File: src/rtl/switch_debouncer.sv
// switch_debouncer
//   Turns a raw asynchronous level (button, switch, external strobe) into a clean
//   synchronous level: SYNC_STAGES-flop synchronizer -> stability counter FSM ->
//   registered sig_out. sig_out only moves after the synchronized input has held
//   a new level for STABLE_CYCLES consecutive samples.
//   Optional feature: define SWITCH_DEBOUNCER_GLITCH_CNT_EN to add the saturating
//   glitch_count output that counts rejected (aborted) level changes.
//
//   state  | meaning
//   -------+-----------------------------------------------------------
//   STABLE | synchronized input matches sig_out, nothing pending
//   CHECK  | candidate level seen, counting consecutive matching samples
module switch_debouncer #(
  parameter int SYNC_STAGES   = 2,
  parameter int STABLE_CYCLES = 16,
  parameter bit RESET_LEVEL   = 1'b0,
  parameter int GLITCH_W      = 8
) (
  input  logic clk,
  input  logic reset_n,
  input  logic sig_in,
  output logic sig_out,
  output logic busy
`ifdef SWITCH_DEBOUNCER_GLITCH_CNT_EN
  , output logic [GLITCH_W-1:0] glitch_count
`endif
);

  localparam int CW = $clog2(STABLE_CYCLES + 1);
  localparam logic [CW-1:0] CNT_LAST = CW'(STABLE_CYCLES - 1);

  // Elaboration-time parameter sanity checks.
  if (SYNC_STAGES < 2) begin : g_bad_sync
    $error("switch_debouncer: SYNC_STAGES must be >= 2");
  end
  if (STABLE_CYCLES < 2) begin : g_bad_stable
    $error("switch_debouncer: STABLE_CYCLES must be >= 2");
  end
  if (GLITCH_W < 1) begin : g_bad_glitch_w
    $error("switch_debouncer: GLITCH_W must be >= 1");
  end

  typedef enum logic [0:0] {
    STABLE = 1'b0,
    CHECK  = 1'b1
  } state_t;

  state_t                 state, state_nx;
  logic [CW-1:0]          cnt, cnt_nx;
  logic                   sig_out_nx;
  logic [SYNC_STAGES-1:0] sync_q;
  logic                   s;

  assign s = sync_q[SYNC_STAGES-1];

  // Synchronizer shift chain; resets to RESET_LEVEL so release never fakes an edge.
  always_ff @(posedge clk or negedge reset_n) begin
    if (!reset_n) begin
      sync_q <= {SYNC_STAGES{RESET_LEVEL}};
    end else begin
      sync_q <= {sync_q[SYNC_STAGES-2:0], sig_in};
    end
  end

  // FSM state, stability counter and debounced output registers.
  always_ff @(posedge clk or negedge reset_n) begin
    if (!reset_n) begin
      state   <= STABLE;
      cnt     <= '0;
      sig_out <= RESET_LEVEL;
    end else begin
      state   <= state_nx;
      cnt     <= cnt_nx;
      sig_out <= sig_out_nx;
    end
  end

  // Next-state logic; in CHECK an abort takes priority over qualification.
  always_comb begin
    state_nx   = state;
    cnt_nx     = cnt;
    sig_out_nx = sig_out;
    case (state)
      STABLE: begin
        if (s != sig_out) begin
          state_nx = CHECK;
          cnt_nx   = CW'(1);
        end
      end
      CHECK: begin
        if (s == sig_out) begin
          state_nx = STABLE;
          cnt_nx   = '0;
        end else if (cnt == CNT_LAST) begin
          sig_out_nx = s;
          state_nx   = STABLE;
          cnt_nx     = '0;
        end else begin
          cnt_nx = cnt + CW'(1);
        end
      end
      default: begin
        state_nx = STABLE;
        cnt_nx   = '0;
      end
    endcase
  end

  // busy comes straight from the state register, no combinational input path.
  assign busy = (state == CHECK);

`ifdef SWITCH_DEBOUNCER_GLITCH_CNT_EN
  logic                abort;
  logic [GLITCH_W-1:0] glitch_nx;

  assign abort = (state == CHECK) && (s == sig_out);

  // Saturating count of aborted candidates.
  always_comb begin
    glitch_nx = glitch_count;
    if (abort && (glitch_count != {GLITCH_W{1'b1}})) begin
      glitch_nx = glitch_count + GLITCH_W'(1);
    end
  end

  // Glitch counter register; only reset clears it.
  always_ff @(posedge clk or negedge reset_n) begin
    if (!reset_n) begin
      glitch_count <= '0;
    end else begin
      glitch_count <= glitch_nx;
    end
  end
`endif

endmodule

File: config.mk
export PLATFORM = sky130hd
export DESIGN_NAME = switch_debouncer
export DESIGN_NICKNAME = d
export VERILOG_FILES = /design/src/rtl/switch_debouncer.sv
export SDC_FILE = /design/constraint.sdc
export NUM_CORES = 1
export LEC_CHECK = 0
export ABC_AREA = 1
export BUFFER_PORTS_ARGS = -buffer_cell sky130_fd_sc_hd__buf_2
export CORE_AREA = 2 2 39 41
export DETAILED_ROUTE_END_ITERATION = 6
export DIE_AREA = 0 0 41 43
export GPL_TIMING_DRIVEN = 0
export SYNTH_ARGS = -nofsm -noshare
export SYNTH_HDL_FRONTEND = slang
export SYNTH_SLANG_ARGS = --single-unit
File: constraint.sdc
create_clock -name clk -period 1.6 [get_ports clk]
set_clock_uncertainty 0.1 [all_clocks]
set_input_delay 0.08 -clock clk [delete_from_list [all_inputs] [get_ports clk]]
set_output_delay 0.08 -clock clk [all_outputs]
set_load 0.01 [all_outputs]
Word-level counts from Yosys, hierarchy flattened
Cells that the tools add are included.
W data, S select, Z words.
Storage, ports and cells
  register bits after elaboration: 9
  input port bits: 3
  output and inout port bits: 2
  logic and storage cells: 20
Operators by class
  add/sub/neg operators: 1
  eq/ne operators: 4
  multiplexer cells: 8
  bitwise gates (word level): 2
  reductions and logical operators: 1
Operators by type and width (count)
  $mux W5: 3
  $pmux W5 S2: 1
  $add A5 B1 Y5 const B: 1
  $eq A5 B4 Y1 const B: 1
  $mux W1: 3
  $reduce_and A3 Y1: 1
  $ne A2 B2 Y1 const B: 1
  $not A1 Y1: 2
  $pmux W1 S2: 1
  $eq A1 B1 Y1: 1
  $ne A1 B1 Y1: 1

Depth between registers and ports, before layout
  depth in word-level cells: 4
  mapped depth: 6
  mapped depth without buffers: 6

Worst setup path after synthesis
No wires, ideal clock.
  path kind: register to register
  start: register cnt[0]
  end: register sig_out
  library setup time: 117 ps
  data arrival time: 943 ps
  required time: 1383 ps
  slack: 441 ps
  stages on the path, launching flop included: 7
  buffers on the path: 0
  period minus slack after synthesis: 1159 ps
  path through: dfrtp_1 > ha_1 > nand3_2 > nor2_1 > nand2_1 > nand2_1 > nand2_1
Between the ends
  cells in the longest elaborated chain, start to end: 2
RTL lines
  start: declaration: RTL line 49  | logic [CW-1:0] cnt, cnt_nx;
  start signal: assignment: RTL line 73  | cnt <= cnt_nx;
  $eq A5 B4 Y1: RTL line 94  | end else if (cnt == CNT_LAST) begin
  $reduce_and A3 Y1 (no line)
  end signal: assignment: RTL line 74  | sig_out <= sig_out_nx;
  end: declaration: RTL line 22  | output logic sig_out,
Every way passes these cells.
A chain may end at the register's enable or synchronous reset.

Worst setup path in the final report
  start: register cnt[0]
  end: register cnt[3]
Between the ends
  cells in the longest elaborated chain, start to end: 4
  elaborated cells between the ends (all ways): 5
  classes of those cells: add/sub: 1; eq/ne: 1; mux: 3
RTL lines
  $add A5 B1 Y5 or $eq A5 B4 Y1 (tied branches): RTL line 99, 94
  $mux W5 (*): RTL line 94
  $mux W5 (*): RTL line 91  | if (s == sig_out) begin
  $pmux W5 S2 (*): RTL line 83  | case (state)
Every way passes the cells marked *; elsewhere a longest branch is shown, timed or not.

==> key figures <==
Cells and area
  – Finished Cell Area: 508 um2
  – Non-filler cells, final: 75
  – Syn-to-layout area delta: 20.5%
  – Filler Cells Inserted: 148
  – # diodes: 0
  – Nets: 64
  – Ratio of cells with drive above 1 in the final layout: 0.203

Setup path
  – Critical-path top delay cell: dfrtp_1
  – Crit path DAT: 1.33 ns
  – CP Capture Type: flop
  – Worst setup path class: flop to flop
  – Critical Path Max Stage Delay: 0.41 ns
  – Req. time, crit path: 1.65 ns
  – Critical Path Start Type: flop
  – Critical-path maximum fanout: 5
  – CP Cell Sequence: ha_1, nand3_2, nor2_1, nor2_1, nand2_1, nand2_1

Placed design
  – Half-perimeter wire length after placement: 532 um
  – Pre-CTS setup slack: 0.314 ns
  – Placed Instances: 69
  – Placed inst area: 462 um2
  – GPL Wtd Cong: 0.655
  – # port buffers: 4

Timing
  – Worst setup margin: 0.328 ns
  – Setup_tns: 0 ns
  – Max Clock Freq: 786 MHz
  – Final setup fails: 0
  – Rel. slew slack: 0.858
  – Worst-margin pin slew: 0.212 ns
  – Tmin final: 1.27 ns
  – Period utilization: 0.795
  – Slew Limit Fails: 0
  – Unrepaired setup endpoints after global routing: no
  – Final hold vios: 0

Clocking
  – Resized Gates After CTS: 0
  – Root Driver: clkbuf_4
  – H-tree lvl count: 1
  – Insertion delay to the later sink of the worst-skew pair: 0.26 ns
  – Clk buf depth: 2
  – Worst-path clk slew: 0.06 ns
  – Clock sink count: 9
  – # Post-CTS Setup Buffers: 0
  – Clock buffer count from CTS: 3
  – CTS tree: yes

Floorplanning
  – Core ar.: 0.00138 mm2
  – Die ar.: 0.00176 mm2
  – Row count: 14
  – # IOs: 5
  – Die X: 41 um
  – Effective utilization at floorplan: 0.305
  – Die Y: 43 um

Synthesis
  – Post-synth top area cell: dfrtp_1
  – Seq/Total Area, Yosys: 0.534
  – Synth Register Bits: 9
  – Post-Syn Instances: 49
  – Post-synth cell types: 15
  – Yosys warnings: 0
  – Syn nets: 53
  – Syn_area_per_cell: 8.61 um2
  – Synth area leaders: dfrtp_1, nand2_1, inv_1
  – Post-synth top area share: 0.534
  – Synthesized cell area: 422 um2

Outcome
  – Status: completed

Routing
  – Vias/cell: 4.40
  – WL per Instance: 9.61 um
  – DRT Pass-1 Iters: 3
  – Iteration-0 DRC count of the detailed router: 5
  – Post-DRT Antenna Nets: 0
  – WL final: 721 um
  – Post-route DRC: 0
  – Vias: 330

Global routing
  – Total track usage: 0.0995
  – First-pass GRT wire length: 1040 um
  – Largest net degree at the start of global routing: 10
  – Vias in the first global route: 256
  – Antenna violations before repair: 0
  – Overflow after GRT: 0

Pwr
  – Pwr/cell area: 925 mW/mm2
  – Max VDD drop: 0.294 mV
  – Leak pwr: 0.257 nW

Job
  – Total of max-cap violations: 0

Worst hold path
  – Hold WC Path Type: primary input to asynchronous set/reset pin
[critical path, delay by kind of cell, from the launching register on]
family,cells,cell delay [ns]
fa+ha+maj,1,0.22
simple gates,5,0.45
flops,1,0.41
[cell type report]
class | count | area, um2 | share of cell area
flip-flops and latches | 9 | 225 | 0.443
clock buffers | 4 | 26.3 | 0.0517
multi-input cells | 36 | 181 | 0.357
repair buffers | 6 | 40.0 | 0.0788
inverters | 4 | 15.0 | 0.0296
well taps | 16 | 20.0 | 0.0394
[logic make-up (layout without fill, tap and decap cells)]
group / after synthesis / in the layout / synth area share
buf+inv: 4 / 14 / 0.0356
fa+ha+maj: 1 / 1 / 0.0297
xor+xnor: 1 / 1 / 0.0208
simple gates: 31 / 31 / 0.335
compound gates: 3 / 3 / 0.0445
flops: 9 / 9 / 0.534
[power by group]
group / internal [mW] / switching [mW] / total [mW]
Sequential: 0.240 / 0.0149 / 0.255
Clock: 0.0959 / 0.0766 / 0.172
Combinational: 0.0189 / 0.0234 / 0.0423
[cells in the mapped netlist]
cell type / n
o21ai_2: 1
a21oi_1: 1
xnor2_1: 1
dfrtp_1: 9
o21ai_0: 1
nand3_2: 1
nand2_2: 1
nor2_1: 3
inv_1: 4
ha_1: 1
nor2_2: 1
nand2_1: 20
nor3_2: 1
nand3_1: 2
nand4_1: 2
[placed cells by master, fill, tap and decap left out]
| cell type | synthesis | routed |
|---|---|---|
| a21oi_1 | 1 | 1 |
| buf_2 | 0 | 4 |
| clkbuf_1 | 0 | 1 |
| clkbuf_4 | 0 | 3 |
| dfrtp_1 | 9 | 9 |
| dlygate4sd3_1 | 0 | 2 |
| ha_1 | 1 | 1 |
| inv_1 | 4 | 4 |
| nand2_1 | 20 | 20 |
| nand2_2 | 1 | 1 |
| nand3_1 | 2 | 2 |
| nand3_2 | 1 | 1 |
| nand4_1 | 2 | 2 |
| nor2_1 | 3 | 3 |
| nor2_2 | 1 | 1 |
| nor3_2 | 1 | 1 |
| o21ai_0 | 1 | 1 |
| o21ai_2 | 1 | 1 |
| xnor2_1 | 1 | 1 |
[state kept, by name, summed over array words and instances, names as in the netlist]
name     cells
busy         1
cnt          5
sig_out      1
sync_q       2
[stage by stage]
step	utilization	hold WS, ns	total power [mW]
2_1_floorplan	-	-0.316	0.283
3_3_place_gp	0.334	-0.161	0.297
3_5_place_dp	0.334	-0.154	0.299
4_1_cts	0.367	0.0879	0.482
5_1_grt	0.367	0.131	0.497
6_report	0.367	0.0932	0.470
[repair_timing]
action | 4_1_cts | 5_1_grt
endpoints found under the setup margin | 0 | 0
hold buffers | 2 | 0
endpoints found under the hold margin | 10 | 0
[per-layer routing]
metal  GRT usage  share of wire  vias up
li1            -              -      177
met1       0.120           0.47      145
met2       0.109           0.46        6
met3      0.0314          0.042        2
met4       0.140          0.026        0
met5           0              0        -
[worst paths after layout]
kind	startpoint	to	slack [ns]	cells after the start
max	cnt[0]	cnt[3]	0.33	6
min	reset_n	busy	0.09	2
max reg2reg	cnt[0]	cnt[3]	0.33	6
min reg2reg	sync_q[0]	sync_q[1]	0.25	0
max in group asynchronous	reset_n	sync_q[1]	1.11	2
min in group clk	sync_q[0]	sync_q[1]	0.25	0
(Power assumes the default switching activity.)
